$ cat src/rtl/mem_rr_arbiter_if.sv
`default_nettype none
// ============================================================================
//  Module      : mem_rr_arbiter_if
//  Description : Requester and memory-side bus bundle for mem_rr_arbiter.
//  Revision    : 1.0 - initial release
// ============================================================================
interface mem_rr_arbiter_if #(
    parameter int NUM_REQ = 4,
    parameter int ADDR_W  = 14,
    parameter int WDATA_W = 16,
    parameter int RDATA_W = 8
);
    logic [NUM_REQ-1:0]         cs;
    logic [NUM_REQ-1:0]         read_req;
    logic [NUM_REQ-1:0]         write_req;
    logic [NUM_REQ*ADDR_W-1:0]  addr;
    logic [NUM_REQ*WDATA_W-1:0] wdata;
    logic [NUM_REQ-1:0]         resp;
    logic                       err;
    logic [RDATA_W-1:0]         rdata;
    logic                       mem_re;
    logic                       mem_we;
    logic [ADDR_W-1:0]          mem_addr;
    logic [WDATA_W-1:0]         mem_wdata;
    logic [RDATA_W-1:0]         mem_rdata;
    logic                       mem_resp;
    logic [NUM_REQ-1:0]         grant;

    // Arbiter view
    modport slave (
        input  cs, read_req, write_req, addr, wdata, mem_rdata, mem_resp,
        output resp, err, rdata, mem_re, mem_we, mem_addr, mem_wdata, grant
    );

    // Environment view: requesters plus memory
    modport master (
        output cs, read_req, write_req, addr, wdata, mem_rdata, mem_resp,
        input  resp, err, rdata, mem_re, mem_we, mem_addr, mem_wdata, grant
    );
endinterface

`default_nettype wire

$ cat src/rtl/mem_rr_arbiter.sv
`default_nettype none
// ============================================================================
//  Module      : mem_rr_arbiter
//  Description : Round-robin arbiter sharing one memory port among NUM_REQ
//                requesters, with a per-access watchdog.
//  Revision    : 1.0 - initial release
// ============================================================================
module mem_rr_arbiter #(
    parameter int NUM_REQ = 4,
    parameter int ADDR_W  = 14,
    parameter int WDATA_W = 16,
    parameter int RDATA_W = 8,
    parameter int TIMEOUT = 64
) (
    input  logic            clk,
    input  logic            reset_n,
    mem_rr_arbiter_if.slave bus
);

    localparam int PTR_W = (NUM_REQ > 1) ? $clog2(NUM_REQ) : 1;
    localparam int WD_W  = (TIMEOUT > 2) ? $clog2(TIMEOUT) : 1;
    localparam logic [WD_W-1:0]  WD_LAST  = WD_W'(TIMEOUT - 1);
    localparam logic [PTR_W-1:0] PTR_LAST = PTR_W'(NUM_REQ - 1);

    typedef enum logic [1:0] {
        ST_IDLE   = 2'd0,
        ST_ACCESS = 2'd1,
        ST_RESP   = 2'd2
    } state_t;

    state_t               state_q,     state_d;
    logic [PTR_W-1:0]     ptr_q,       ptr_d;
    logic [PTR_W-1:0]     owner_q,     owner_d;
    logic [WD_W-1:0]      wdog_q,      wdog_d;
    logic [NUM_REQ-1:0]   grant_q,     grant_d;
    logic [NUM_REQ-1:0]   resp_q,      resp_d;
    logic                 err_q,       err_d;
    logic [RDATA_W-1:0]   rdata_q,     rdata_d;
    logic                 mem_re_q,    mem_re_d;
    logic                 mem_we_q,    mem_we_d;
    logic [ADDR_W-1:0]    mem_addr_q,  mem_addr_d;
    logic [WDATA_W-1:0]   mem_wdata_q, mem_wdata_d;

    logic [ADDR_W-1:0]    w_addr_arr  [NUM_REQ];
    logic [WDATA_W-1:0]   w_wdata_arr [NUM_REQ];
    logic [PTR_W-1:0]     w_pick;
    logic [NUM_REQ-1:0]   w_pick_oh;
    logic                 w_rd;
    logic                 w_wr;

    for (genvar gi = 0; gi < NUM_REQ; gi++) begin : g_unpack
        assign w_addr_arr[gi]  = bus.addr[gi*ADDR_W +: ADDR_W];
        assign w_wdata_arr[gi] = bus.wdata[gi*WDATA_W +: WDATA_W];
    end

    // First requesting index at or after the priority pointer, with wrap.
    function automatic logic [PTR_W-1:0] rr_pick(
        input logic [NUM_REQ-1:0] req,
        input logic [PTR_W-1:0]   start
    );
        logic [PTR_W-1:0] sel;
        logic [PTR_W-1:0] idx;
        logic             found;
        sel   = start;
        found = 1'b0;
        for (int i = 0; i < NUM_REQ; i++) begin
            idx = PTR_W'((int'(start) + i) % NUM_REQ);
            if (!found && req[idx]) begin
                sel   = idx;
                found = 1'b1;
            end
        end
        return sel;
    endfunction

    assign w_pick    = rr_pick(bus.cs, ptr_q);
    assign w_pick_oh = NUM_REQ'(1) << w_pick;
    assign w_rd      = bus.read_req[w_pick];
    assign w_wr      = bus.write_req[w_pick];

    always_comb begin
        state_d     = state_q;
        ptr_d       = ptr_q;
        owner_d     = owner_q;
        wdog_d      = wdog_q;
        grant_d     = grant_q;
        resp_d      = '0;
        err_d       = 1'b0;
        rdata_d     = '0;
        mem_re_d    = 1'b0;
        mem_we_d    = 1'b0;
        mem_addr_d  = '0;
        mem_wdata_d = '0;

        unique case (state_q)
            ST_IDLE: begin
                if (|bus.cs) begin
                    owner_d = w_pick;
                    grant_d = w_pick_oh;
                    wdog_d  = '0;
                    if (w_rd ^ w_wr) begin
                        state_d     = ST_ACCESS;
                        mem_re_d    = w_rd;
                        mem_we_d    = w_wr;
                        mem_addr_d  = w_addr_arr[w_pick];
                        mem_wdata_d = w_wdata_arr[w_pick];
                    end else begin
                        // Both or neither command: reject without touching memory.
                        state_d = ST_RESP;
                        resp_d  = w_pick_oh;
                        err_d   = 1'b1;
                    end
                end
            end

            ST_ACCESS: begin
                if (bus.mem_resp) begin
                    state_d = ST_RESP;
                    resp_d  = grant_q;
                    rdata_d = bus.mem_rdata;
                end else if (wdog_q == WD_LAST) begin
                    state_d = ST_RESP;
                    resp_d  = grant_q;
                    err_d   = 1'b1;
                end else begin
                    wdog_d      = wdog_q + 1'b1;
                    mem_re_d    = mem_re_q;
                    mem_we_d    = mem_we_q;
                    mem_addr_d  = mem_addr_q;
                    mem_wdata_d = mem_wdata_q;
                end
            end

            ST_RESP: begin
                state_d = ST_IDLE;
                grant_d = '0;
                ptr_d   = (owner_q == PTR_LAST) ? '0 : owner_q + 1'b1;
            end

            default: begin
                state_d = ST_IDLE;
                grant_d = '0;
            end
        endcase
    end

    always_ff @(posedge clk) begin
        if (!reset_n) begin
            state_q     <= ST_IDLE;
            ptr_q       <= '0;
            owner_q     <= '0;
            wdog_q      <= '0;
            grant_q     <= '0;
            resp_q      <= '0;
            err_q       <= 1'b0;
            rdata_q     <= '0;
            mem_re_q    <= 1'b0;
            mem_we_q    <= 1'b0;
            mem_addr_q  <= '0;
            mem_wdata_q <= '0;
        end else begin
            state_q     <= state_d;
            ptr_q       <= ptr_d;
            owner_q     <= owner_d;
            wdog_q      <= wdog_d;
            grant_q     <= grant_d;
            resp_q      <= resp_d;
            err_q       <= err_d;
            rdata_q     <= rdata_d;
            mem_re_q    <= mem_re_d;
            mem_we_q    <= mem_we_d;
            mem_addr_q  <= mem_addr_d;
            mem_wdata_q <= mem_wdata_d;
        end
    end

    assign bus.grant     = grant_q;
    assign bus.resp      = resp_q;
    assign bus.err       = err_q;
    assign bus.rdata     = rdata_q;
    assign bus.mem_re    = mem_re_q;
    assign bus.mem_we    = mem_we_q;
    assign bus.mem_addr  = mem_addr_q;
    assign bus.mem_wdata = mem_wdata_q;

endmodule

`default_nettype wire

$ cat src/flat_wrapper.sv
// flat-port wrapper written by rule: the top's interface ports become plain ports
module mem_rr_arbiter_flat 
#(
    parameter int NUM_REQ = 4,
    parameter int ADDR_W  = 14,
    parameter int WDATA_W = 16,
    parameter int RDATA_W = 8,
    parameter int TIMEOUT = 64
)
  (clk, reset_n, bus_cs, bus_read_req, bus_write_req, bus_addr, bus_wdata, bus_mem_rdata, bus_mem_resp, bus_resp, bus_err, bus_rdata, bus_mem_re, bus_mem_we, bus_mem_addr, bus_mem_wdata, bus_grant);
  mem_rr_arbiter_if #(.NUM_REQ(NUM_REQ), .ADDR_W(ADDR_W), .WDATA_W(WDATA_W), .RDATA_W(RDATA_W)) bus_i ();
  input  logic clk;
  input  logic reset_n;
  input wire logic [$bits(bus_i.cs)-1:0] bus_cs;
  input wire logic [$bits(bus_i.read_req)-1:0] bus_read_req;
  input wire logic [$bits(bus_i.write_req)-1:0] bus_write_req;
  input wire logic [$bits(bus_i.addr)-1:0] bus_addr;
  input wire logic [$bits(bus_i.wdata)-1:0] bus_wdata;
  input wire logic [$bits(bus_i.mem_rdata)-1:0] bus_mem_rdata;
  input wire logic [$bits(bus_i.mem_resp)-1:0] bus_mem_resp;
  output wire logic [$bits(bus_i.resp)-1:0] bus_resp;
  output wire logic [$bits(bus_i.err)-1:0] bus_err;
  output wire logic [$bits(bus_i.rdata)-1:0] bus_rdata;
  output wire logic [$bits(bus_i.mem_re)-1:0] bus_mem_re;
  output wire logic [$bits(bus_i.mem_we)-1:0] bus_mem_we;
  output wire logic [$bits(bus_i.mem_addr)-1:0] bus_mem_addr;
  output wire logic [$bits(bus_i.mem_wdata)-1:0] bus_mem_wdata;
  output wire logic [$bits(bus_i.grant)-1:0] bus_grant;
  assign bus_i.cs = bus_cs;
  assign bus_i.read_req = bus_read_req;
  assign bus_i.write_req = bus_write_req;
  assign bus_i.addr = bus_addr;
  assign bus_i.wdata = bus_wdata;
  assign bus_i.mem_rdata = bus_mem_rdata;
  assign bus_i.mem_resp = bus_mem_resp;
  assign bus_resp = bus_i.resp;
  assign bus_err = bus_i.err;
  assign bus_rdata = bus_i.rdata;
  assign bus_mem_re = bus_i.mem_re;
  assign bus_mem_we = bus_i.mem_we;
  assign bus_mem_addr = bus_i.mem_addr;
  assign bus_mem_wdata = bus_i.mem_wdata;
  assign bus_grant = bus_i.grant;
  mem_rr_arbiter #(.NUM_REQ(NUM_REQ), .ADDR_W(ADDR_W), .WDATA_W(WDATA_W), .RDATA_W(RDATA_W), .TIMEOUT(TIMEOUT)) u_core (.clk(clk), .reset_n(reset_n), .bus(bus_i));
endmodule
$ cat config.mk
export PLATFORM = sky130hd
export DESIGN_NAME = mem_rr_arbiter_flat
export DESIGN_NICKNAME = d
export VERILOG_FILES = /design/src/rtl/mem_rr_arbiter_if.sv /design/src/rtl/mem_rr_arbiter.sv /design/src/flat_wrapper.sv
export SDC_FILE = /design/constraint.sdc
export NUM_CORES = 1
export LEC_CHECK = 0
export ABC_AREA = 1
export CORE_MARGIN = 2
export CORE_UTILIZATION = 25
export DETAILED_ROUTE_END_ITERATION = 6
export PLACE_DENSITY = 0.54
export SLEW_MARGIN = 20
export SYNTH_ARGS = -nofsm -noshare
export SYNTH_HDL_FRONTEND = slang
export SYNTH_SLANG_ARGS = --single-unit
$ cat constraint.sdc
create_clock -name clk -period 3.38 [get_ports clk]
set_input_delay 1.014 -clock clk [delete_from_list [all_inputs] [get_ports clk]]
set_output_delay 1.014 -clock clk [all_outputs]
set_load 0.05 [all_outputs]
==> summary.txt, run 1 <==
Route
  • Routed via count divided by cell count: ~4.4
  • Residual DRC: 0
  • Average wire per cell in the routed design: 13.50 um
  • DR iter-0 viols: ~230
  • Routed wire length: 14190 um
  • Total via count after detailed routing: about 4700
  • First-pass iteration count of the detailed router: 6
  • Remaining number of nets flagged by the antenna check after routing: 0

Synthesis
  • Seq/Total Area, Yosys: around a third
  • Instance count of the mapped netlist: 670
  • Synth top area share: between 30% and 40%
  • Count of cell types in the netlist: 28
  • EDFF count, synth: 0
  • Post-synthesis sequential element count: 61
  • Post-synthesis async set-or-reset flop share: 0%
  • Cell area after synthesis: 3891 um^2
  • Post-Syn Nets: approximately 820
  • Count of yosys warnings during synthesis: 0
  • Top cell type by total area after synthesis: nand2_1
  • Synth Flop Type: dfxtp_1
  • Synth Area per Inst: slightly below 6 um^2
  • Top post-synthesis cells by area: nand2_1 (32%), dfxtp_1 (31%), nand3_1 (11%), a21oi_1 (5.1%), nor2_1 (3.3%)

Critical path
  • Critical path data required time: around 3.6 ns
  • Worst R2R Start: u_core.ptr_q[0]
  • Critical Path End Type: flop
  • Beginning of the critical path: bus_cs[3]
  • Setup crit start kind: input port
  • Worst-path maximum fanout: 7
  • Critical path arrival: 3.24 ns
  • Setup Crit Path Kind: input port to flop
  • Critical R2R Capture: u_core.bus.mem_addr[5]
  • Worst R2R Setup Slack: 0.53 ns
  • Reg2reg path depth: 20

Power
  • Net switching fraction of the power: between 40 and 50%
  • Power share of the clock group: between 10% and 20%
  • Pint: ~0.0032 W
  • Sw power: between 0.003 and 0.004 W
  • Power per Cell Area: approximately 1000 nW/um^2
  • Standby leakage power: 2.921 nW
  • Fraction of power consumed by combinational cells: 70.6%
  • Maximum ir drop on the vdd rail: 0.0006977 V
  • Sequential fraction of design power: approximately 15%

Placed design
  • Placer congestion estimate: around 0.81
  • Placement Setup Slack: -0.2132 ns
  • Number of buffers inserted by port buffering: ~190
  • HPWL after detailed placement: 10190 um

STA
  • Final hold violation count: 0
  • Max-slew violations: 0
  • Highest achievable clock rate: between 300 and 400 MHz
  • Total Neg Setup Slack: 0 ns
  • Worst path setup slack after routing: about 0.4 ns
  • Hold Slack: roughly 0.45 ns
  • Post-route fraction of the period consumed by the critical path: 88.39%
  • Slew margin rel.: a little under three fifths
  • Unrepaired setup endpoints after global routing: no
  • Crit path time final: 2.988 ns
  • Maximum clock skew at final layout: ~0.0066 ns
  • Setup violations, final: 0
  • Worst slew pin tran: 0.6475 ns

GRT
  • Gr usage total: roughly 17%
  • Maximum number of pins on one net before global-route repair: 61
  • Number of global-route vias before repair: ~4400
  • First-pass GRT wire length: 22050 um
  • Sum of overflow across all layers after global routing: 0
  • Number of antenna violations at the first check in global routing: 1

Clocking
  • CTS root buffer: clkbuf_16
  • TritonCTS Sinks: 61
  • Worst-path clk slew: about 0.05 ns
  • Cts-stage hold buffer count: 0
  • Maximum clock path buffer count: 2
  • Number of levels the H-tree was split into: 3
  • Number of clock buffers inserted by TritonCTS: 9
  • TritonCTS clock tree: yes
  • Clk Latency, worst-skew pair: about 0.32 ns

Cells and area
  • Commonest cells after routing, fill and taps aside: nand2_1 (333), clkdlybuf4s50_1 (187), nand3_1 (81)
  • Commonest non-fill, non-tap cell in the layout: nand2_1
  • Final nets: around 1000
  • Fraction of layout cells with a size suffix above 1: under 10%
  • Filler Cells Inserted: between 1500 and 2000
  • Layout overhead on the synthesized area: 65.53%

Hold path
  • Hold Path Sink: u_core.wdog_q[5]
  • Min-delay worst type: flop to flop
  • Launch point of the worst hold path: u_core.wdog_q[5]
  • Hold Path Stages: 1

Floorplan
  • Number of top-level pins: between 150 and 200
  • Placeable Area: 15200 um^2
  • Initial core utilization: approximately a quarter
  • Y dimension of the die: ~130 um
  • Floorplan row count: 45
  • Area enclosed by the die boundary: roughly 17000 um^2
  • Die X: around 130 um

Flow run
  • Number of max-cap violations: 0

Run status
  • Run status: finished clean
[metrics by stage]
step	power (W)	utilization, %	cell area (um^2)	cells
6_report	0.006445	42.37	6441	1051
5_1_grt	0.007091	42.37	6441	1051
4_1_cts	0.006072	41.51	6310	1045
3_5_place_dp	0.005112	39.53	6010	1030
3_3_place_gp	0.005111	39.53	6010	1030
2_1_floorplan	0.003917	-	3891	670
[metal layers]
metal | vias up | GRT usage, % | share of wire [%]
met5 | - | 0 | 0
met4 | 0 | 5.627 | 1.9
met3 | 15 | 5.281 | 6.8
met2 | 124 | 28.57 | 47
met1 | 2037 | 20.13 | 45
li1 | 2482 | - | -
[worst max path at each step]
stage / depth (start not counted) / end / slack [ns]
after floorplan: 20 / u_core.bus.mem_wdata[6] / 0.17
after global placement: 20 / u_core.bus.mem_wdata[7] / -0.18
after detailed placement: 19 / u_core.bus.mem_wdata[7] / -0.21
after CTS: 19 / u_core.bus.mem_wdata[7] / 0.12
after global routing: 20 / u_core.bus.mem_wdata[14] / 0.17
final: 20 / u_core.bus.mem_addr[5] / 0.39
[power groups by stage]
stage	sequential (W)	clock [W]	combinational (W)
floorplan	0.00130	0	0.00262
global placement	0.000982	0	0.00413
detailed placement	0.000982	0	0.00413
CTS	0.000968	0.000957	0.00415
global route	0.000987	0.000998	0.00511
finish	0.000968	0.000926	0.00455
[registers in the layout (all words and copies together), names as in the netlist, 4 cells and up]
signal,cells
u_core.bus.rdata,8
u_core.bus.resp,4
u_core.bus.mem_wdata,16
u_core.bus.grant,4
u_core.wdog_q,6
u_core.bus.mem_addr,14
[final cells by class]
| class | count | area [um^2] | share of cell area, % |
|---|---|---|---|
| sequential | 61 | 1221 | 18.96 |
| tap | 188 | 235.2 | 3.652 |
| timing repair buffer | 215 | 2182 | 33.88 |
| clock buffer | 11 | 252.7 | 3.924 |
| antenna | 1 | 2.502 | 0.03885 |
| multi-input combinational | 536 | 2361 | 36.65 |
| clock inverter | 4 | 47.55 | 0.7382 |
| inverter | 35 | 138.9 | 2.156 |
[Yosys cell counts, types with 2 or more instances]
cell,count
a21oi_2,8
buf_2,21
or2_2,2
inv_1,31
nand3_1,82
ha_1,4
buf_1,2
nand2_1,335
o21ai_1,2
nand2_2,9
nor3_1,2
nor2_1,34
nor2_2,5
a21oi_1,40
clkbuf_1,10
o21ai_0,7
inv_2,3
dfxtp_1,61
buf_8,3
[kinds of logic after synthesis]
logic type / Yosys count / share of synthesized area [%]
buf+inv: 73 / 9.003
simple gates: 470 / 49.26
compound gates: 62 / 9.068
fa+ha+maj: 4 / 1.286
flops: 61 / 31.38
[what timing repair did]
item                                    CTS  global route
buffers inserted                          0             2
endpoints found under the setup margin    0            37
gates resized for setup                   0            13
[worst max-delay path, stage by stage]
cell and delay (ns):
dlymetal6s2s_1 0.14, nand2_1 0.09, nand3_1 0.10, nand2_2 0.13
inv_1 0.06, nor2_2 0.14, nand2_2 0.09, nand2_2 0.10
nand2_4 0.08, inv_4 0.07, nand2_1 0.07, nor2_1 0.09
nor2_1 0.05, nand2_1 0.07, inv_1 0.07, ha_4 0.25
nor2_4 0.24, clkbuf_16 0.22, nand2_1 0.05, a21oi_1 0.12
Power figures use the tool's default switching activity.
==> run 2: changes to the inputs <==
Settings changed: CORE_UTILIZATION 25 to 37, PLACE_DENSITY 0.54 to 0.75.
==> run 2 against run 1 <==
  * Die area decreased by 32%
  * Critical path depth decreased by 1
  * Wire length decreased by 2.9%
  * Maximum frequency about the same
  * Total power decreased by 4.6%
  * Sequential share of layout area increased by 0.55 points
  * Design area decreased by 2.8%
  * Highest routed layer unchanged
  * Sequential cell count unchanged
  * Clock power decreased by 30%
  * Clock skew increased by 0.0014 ns
==> summary.txt, run 2 (synthesis results as in run 1) <==
Run status
  • Run status: finished clean

Critical path
  • Critical R2R Capture: u_core.bus.mem_wdata[2]
  • Critical Path End Type: flop
  • Worst R2R Setup Slack: 0.54 ns (about the same)
  • Cells along the critical path: dlymetal6s2s_1 -> nand2_1 -> nand2_1 -> nand2_1 -> nand2_4 -> nand2_1 -> nand2_1 -> nand2_1 -> nand2_2 -> nand2_4 -> inv_4 -> nor2_1 -> o21ai_1 -> nand2_1 -> ha_4 -> nor2_4 -> clkbuf_16 -> nand2_1 -> a21oi_1
  • Buffers and inverters on the worst path: 3 (-2)
  • Delay contributed by the slowest stage of the critical path: 0.25 ns (about the same)
  • Reg2reg path depth: 21 (+5.0%)
  • Critical Path Slowest Stage Cell: ha_4
  • Setup Crit Path Kind: input port to flop
  • Setup crit start kind: input port
  • Critical path arrival: 3.25 ns (about the same)
  • Worst-path maximum fanout: 8 (+1)
  • Cell type group with the largest total delay on the critical path: simple AND/OR/NAND/NOR gates
  • Worst R2R Start: u_core.ptr_q[0]
  • Most repeated library cell on the critical path: nand2_1
  • Critical path data required time: 3.65 ns (+0.02 ns)

Hold path
  • Hold Path Stages: 1 (unchanged)
  • Launch point of the worst hold path: u_core.wdog_q[5]
  • Min-delay worst type: flop to flop
  • Hold Path Sink: u_core.wdog_q[5]

Clocking
  • TritonCTS clock tree: yes
  • Worst-path clk slew: 0.07 ns (+0.02 ns)
  • Clk Latency, worst-skew pair: 0.34 ns (+0.02 ns)
  • Number of levels the H-tree was split into: 3 (unchanged)
  • Cts-stage hold buffer count: 0 (unchanged)
  • TritonCTS Sinks: 61 (unchanged)
  • Maximum clock path buffer count: 2 (unchanged)
  • CTS root buffer: clkbuf_8
  • Number of clock buffers inserted by TritonCTS: 9 (unchanged)

STA
  • Slew margin rel.: 58.31% (+1.5 points)
  • Unrepaired setup endpoints after global routing: no
  • Worst slew pin tran: 0.6254 ns (-0.02219 ns)
  • Setup violations, final: 0 (unchanged)
  • Highest achievable clock rate: 334.5 MHz (about the same)
  • Final hold violation count: 0 (unchanged)
  • Max-slew violations: 0 (unchanged)
  • Maximum clock skew at final layout: 0.008021 ns (+0.001407 ns)
  • Post-route fraction of the period consumed by the critical path: 88.46% (about the same)
  • Crit path time final: 2.990 ns (+0.002325 ns)
  • Total Neg Setup Slack: 0 ns (unchanged)
  • Hold Slack: 0.4603 ns (+0.008436 ns)

Floorplan
  • Floorplan row count: 37 (-18%)
  • Initial core utilization: 37.86% (+12 points)
  • Number of top-level pins: 192 (unchanged)
  • Area enclosed by the die boundary: 11350 um^2 (-32%)
  • Die X: 106.6 um (-17%)
  • Y dimension of the die: 106.6 um (-17%)
  • Placeable Area: 10280 um^2 (-32%)

GRT
  • Number of global-route vias before repair: 4536 (+2.1%)
  • First-pass GRT wire length: 21270 um (-3.5%)
  • Number of antenna violations at the first check in global routing: 0 (-1)
  • Met2 routing resource usage after global routing: 41.53% (+13 points)
  • Highest-utilization routing layer at the global route stage: met2
  • Sum of overflow across all layers after global routing: 0 (unchanged)
  • Met1 capacity usage during global routing: 27.08% (+7.0 points)
  • Maximum number of pins on one net before global-route repair: 61 (unchanged)
  • Met3 Use GR: 4.966% (-0.31 points)
  • Gr usage total: 23.25% (+6.4 points)

Placed design
  • Placer congestion estimate: 0.8432 (+3.7%)
  • Post-placement cell count: 977 (-5.1%)
  • Number of buffers inserted by port buffering: 191 (unchanged)
  • HPWL after detailed placement: 10010 um (-1.7%)

Power
  • Standby leakage power: 2.856 nW (-2.2%)
  • Maximum ir drop on the vdd rail: 0.0006522 V (-6.5%)
  • Power, Total: 0.006150 W (-4.6%)
  • Power per Cell Area: 982.6 nW/um^2 (-1.8%)

Route
  • Remaining number of nets flagged by the antenna check after routing: 0 (unchanged)
  • Routed wire length: 13770 um (-2.9%)
  • DR iter-0 viols: 346 (+48%)
  • Residual DRC: 0 (unchanged)
  • Total via count after detailed routing: 4863 (+4.4%)
  • Average wire per cell in the routed design: 13.80 um (+2.2%)
  • Routed via count divided by cell count: 4.873 (+9.9%)
  • First-pass iteration count of the detailed router: 6 (unchanged)

Cells and area
  • Area used by multi-input combinational logic: 2382 um^2 (+0.90%)
  • Commonest cells after routing, fill and taps aside: nand2_1 (332), clkdlybuf4s50_1 (187), nand3_1 (81)
  • Commonest non-fill, non-tap cell in the layout: nand2_1
  • Max reg flops: 16 (unchanged)
  • Layout overhead on the synthesized area: 60.84%
  • Filler Cells Inserted: 984 (-40%)
  • Area used by sequential logic in the layout: 1221 um^2 (unchanged)
  • Number of inserted diodes: 0 (-1)
  • Fraction of layout cells with a size suffix above 1: 9.397% (+0.70 points)
  • Post-Layout Cell Count: 998 (-5.0%)
  • Share of the core filled with cells in the final layout: 60.90% (+19 points)
  • Final nets: 1004 (-0.10%)

Flow run
  • Number of max-cap violations: 0 (unchanged)
[run 2: timing repair]
action                                  CTS  global route
resized for setup                         0            21
buffers inserted                          0             2
endpoints found under the setup margin    0            37
[run 2: metrics by stage]
| stage | setup WS (ns) | instance area (um^2) |
|---|---|---|
| after floorplan | 0.1668 | 3891 |
| after global placement | -0.1180 | 5912 |
| after detailed placement | -0.2873 | 5912 |
| after CTS | 0.06756 | 6112 |
| after global routing | 0.2079 | 6259 |
| final | 0.3901 | 6259 |
[run 2: routing by layer]
layer / wire [um] / up-vias
met3: 870 / 32
met4: 396 / 0
met1: 5886 / 2194
met5: 0 / -
met2: 6619 / 167
li1: - / 2470
[run 2: worst max-delay path by stage]
| stage | slack, ns | to | startpoint | cells past startpoint |
|---|---|---|---|---|
| floorplan | 0.17 | u_core.bus.mem_wdata[6] | bus_cs[3] | 20 |
| global placement | -0.12 | u_core.bus.mem_wdata[14] | bus_cs[0] | 21 |
| detailed placement | -0.29 | u_core.bus.mem_addr[8] | bus_cs[0] | 21 |
| CTS | 0.07 | u_core.bus.resp[1] | bus_cs[0] | 22 |
| global route | 0.21 | u_core.bus.mem_wdata[1] | bus_cs[2] | 19 |
| finish | 0.39 | u_core.bus.mem_wdata[2] | bus_cs[2] | 19 |
[run 2: area by class of cell]
type	count	share of cell area, %
tap	136	2.719
clock inverter	6	0.9996
inverter	35	2.219
multi-input combinational	536	38.06
sequential	61	19.51
timing repair buffer	214	34.29
clock buffer	10	2.199
[run 2: power breakdown]
group	leakage [nW]	switching, W	internal, W
clock network	0.0943	0.000288	0.000357
logic	2.27	0.00281	0.00173
registers	0.497	0.0000994	0.000874
total	2.86	0.00319	0.00296
[run 2: worst register-to-register path: cells and delay by family, from the launching register on]
family	cells	cell delay [ns]
AND/OR/NAND/NOR	14	1.33
flip-flops	1	0.62
buffers and inverters	5	0.50
AO/OA/AOI/OAI	1	0.13
adder cells (fa/ha/maj)	1	0.21
==> run 3: changes to the inputs <==
Clock period 3.38 ns to 2.6 ns, I/O delays scaled along.
==> run 3 against run 2 <==
  * The flow now finishes with violations (setup timing)
  * Sequential cell count stayed put
  * Combinational power up 62%
  * Critical path depth rose by 1
  * Wire length grew 3.2%
  * Total power is 57% higher
  * Clock skew rose by 0.0052 ns
  * Register-to-register slack got worse by 0.70 ns
==> summary.txt, run 3 (synthesis results as in run 1) <==
Route
  • DR iter-0 viols: 278 (-20%)
  • Average wire per cell in the routed design: 13.88 um (+0.57%)
  • Met2 WL post-DR: 7015 um (+6.0%)
  • First-pass iteration count of the detailed router: 5 (-1)
  • Total via count after detailed routing: 5061 (+4.1%)
  • Post-route met1 wirelength: 5718 um (-2.9%)
  • Routed wire length: 14210 um (+3.2%)
  • Top Metal Used: met4
  • Routed via count divided by cell count: 4.942 (+1.4%)
  • Routed met3 length: 1235 um (+42%)
  • Remaining number of nets flagged by the antenna check after routing: 0 (unchanged)
  • Residual DRC: 0 (unchanged)

STA
  • Post-route fraction of the period consumed by the critical path: 107.2%
  • Maximum clock skew at final layout: 0.01322 ns (+0.005194 ns)
  • Final hold violation count: 0 (unchanged)
  • Crit path time final: around 2.8 ns
  • Max-slew violations: 0 (unchanged)
  • Hold Slack: 0.4666 ns (+0.006379 ns)
  • Worst path setup slack after routing: -0.1871 ns (-0.5772 ns)
  • Worst slew pin tran: 0.6223 ns (-0.003079 ns)
  • Slew margin rel.: 58.51% (+0.21 points)
  • Unrepaired setup endpoints after global routing: yes
  • Highest achievable clock rate: between 300 and 400 MHz
  • Setup violations, final: 36 (+36)

GRT
  • Number of global-route vias before repair: 4781 (+5.4%)
  • Sum of overflow across all layers after global routing: 0 (unchanged)
  • First-pass GRT wire length: 21620 um (+1.7%)
  • Number of antenna violations at the first check in global routing: 0 (unchanged)
  • Maximum number of pins on one net before global-route repair: 61 (unchanged)
  • Gr usage total: 23.47% (+0.22 points)

Flow run
  • Number of max-cap violations: 0 (unchanged)

Critical path
  • Buffers and inverters on the worst path: 5 (+2)
  • Critical Path Slowest Stage Cell: ha_4
  • Setup Crit Path Kind: input port to flop
  • Cell type group with the largest total delay on the critical path: simple AND/OR/NAND/NOR gates
  • Setup crit start kind: input port
  • Critical path data required time: 2.86 ns (-0.79 ns)
  • Worst-path maximum fanout: 5 (-3)
  • Reg2reg path depth: 21 (unchanged)
  • Cells along the critical path: buf_4 -> nand2_2 -> nand3_1 -> nand2_1 -> nand2_2 -> nor2_4 -> nand2_2 -> nand2_8 -> inv_8 -> nand2_4 -> nor2_2 -> nor2_1 -> nand2_1 -> inv_2 -> ha_4 -> nor2_4 -> buf_12 -> clkbuf_16 -> nand2_2 -> a21oi_1
  • Most repeated library cell on the critical path: nand2_2
  • Cell depth of the worst setup path: 20 (+1)
  • Critical Path End Type: flop
  • Delay contributed by the slowest stage of the critical path: 0.20 ns (-0.05 ns)
  • Critical path arrival: 3.05 ns (-0.20 ns)

Floorplan
  • Area enclosed by the die boundary: 11350 um^2 (unchanged)
  • Number of top-level pins: 192 (unchanged)
  • Placeable Area: 10280 um^2 (unchanged)
  • Y dimension of the die: 106.6 um (unchanged)
  • Die X: 106.6 um (unchanged)
  • Initial core utilization: 37.86% (unchanged)
  • Floorplan row count: 37 (unchanged)

Placed design
  • Area after detailed placement: 6110 um^2 (+3.3%)
  • Placer congestion estimate: 0.8995 (+6.7%)
  • Number of buffers inserted by port buffering: 191 (unchanged)
  • HPWL after detailed placement: 9724 um (-2.9%)

Clocking
  • Maximum clock path buffer count: 2 (unchanged)
  • Number of clock buffers inserted by TritonCTS: 9 (unchanged)
  • TritonCTS Sinks: 61 (unchanged)
  • Worst-path clk slew: 0.06 ns (about the same)
  • TritonCTS clock tree: yes
  • Number of levels the H-tree was split into: 3 (unchanged)
  • CTS root buffer: clkbuf_8
  • Clk Latency, worst-skew pair: 0.34 ns (about the same)
  • Cts-stage hold buffer count: 0 (unchanged)

Cells and area
  • Share of the core filled with cells in the final layout: 66.26% (+5.4 points)
  • Layout overhead on the synthesized area: 75.02%
  • Max reg flops: 16 (unchanged)
  • Commonest non-fill, non-tap cell in the layout: nand2_1
  • Fraction of layout cells with a size suffix above 1: 17.12% (+7.7 points)
  • Post-route design area: 6810 um^2 (+8.8%)
  • Commonest cells after routing, fill and taps aside: nand2_1 (302), clkdlybuf4s50_1 (187), nand3_1 (78)
  • Number of inserted diodes: 0 (unchanged)
  • Final nets: 1030 (+2.6%)

Power
  • Standby leakage power: 3.089 nW (+8.2%)
  • Maximum ir drop on the vdd rail: 0.0008181 V (+25%)
  • Power per Cell Area: 1414 nW/um^2 (+44%)

Run status
  • Violated checks: setup timing
  • Run status: complete, but fails checks

Hold path
  • Hold Path Stages: 2 (+1)
  • Min-delay worst type: flop to flop
==> run 3: cell count changes in the layout (fill, tap and decap cells not counted), sizes merged <==
cell          previous run  this run
buf                     21        51
bufinv                   1         3
clkbuf                  12        14
clkinvlp                 3         0
dlymetal6s2s             4         0
inv                     35        34
==> run 3: through the flow <==
step	setup TNS (ns)	instances	setup WS, ns	total power (W)
3_5_place_dp	-32.35	986	-0.8501	0.006869
2_1_floorplan	-0.8178	670	-0.05353	0.005529
5_1_grt	-10.29	1024	-0.3162	0.01042
6_report	-5.002	1024	-0.1871	0.009630
4_1_cts	0	1011	0.01352	0.008798
3_3_place_gp	-25.55	986	-0.6742	0.006767
==> run 3: final timing paths <==
kind / end / startpoint / slack (ns)
setup / recovery: u_core.bus.mem_wdata[4] / bus_cs[1] / -0.19
hold / removal: u_core.bus.mem_wdata[4] / u_core.bus.mem_wdata[4] / 0.47
setup reg to reg: u_core.bus.mem_wdata[4] / u_core.ptr_q[0] / -0.16
hold reg to reg: u_core.bus.mem_wdata[4] / u_core.bus.mem_wdata[4] / 0.47
==> run 3: power by group <==
group          internal, W  total [W]  switching [W]
clock network     0.000663    0.00104       0.000373
logic              0.00315    0.00733        0.00418
registers          0.00114    0.00126       0.000122
total              0.00496    0.00963        0.00467
==> run 3: repair_timing <==
item	CTS	global route
cloned	2	2
gates resized for setup	36	49
buffers inserted	8	11
pin swaps	14	20
endpoints found under the setup margin	39	37
==> run 3: layer usage <==
metal  track usage (%)  up-vias
met2             41.90      232
met4             8.442        0
li1                  -     2540
met1             26.76     2262
met5                 0        -
met3             6.376       27
==> run 3: final cells by class <==
| class | count | area, um^2 |
|---|---|---|
| clock buffer | 12 | 145.1 |
| clock inverter | 4 | 95.09 |
| fill | 871 | 3467 |
| inverter | 35 | 153.9 |
| multi-input combinational | 536 | 2595 |
| sequential | 61 | 1226 |
| tap | 136 | 170.2 |
| timing repair buffer | 240 | 2425 |
==> run 3: worst reg2reg max path, stage by stage, from the launching register on <==
cell and delay [ns]:
dfxtp_4 0.41, clkinv_8 0.08, buf_8 0.14, nand2_8 0.06, nand3_1 0.10, nand2_1 0.13
nand2_2 0.09, nor2_4 0.13, nand2_2 0.13, nand2_8 0.12, inv_8 0.04, nand2_4 0.05
nor2_2 0.04, nor2_1 0.14, nand2_1 0.13, inv_2 0.09, ha_4 0.20, nor2_4 0.15
buf_12 0.16, clkbuf_16 0.15, nand2_2 0.05, a21oi_1 0.10
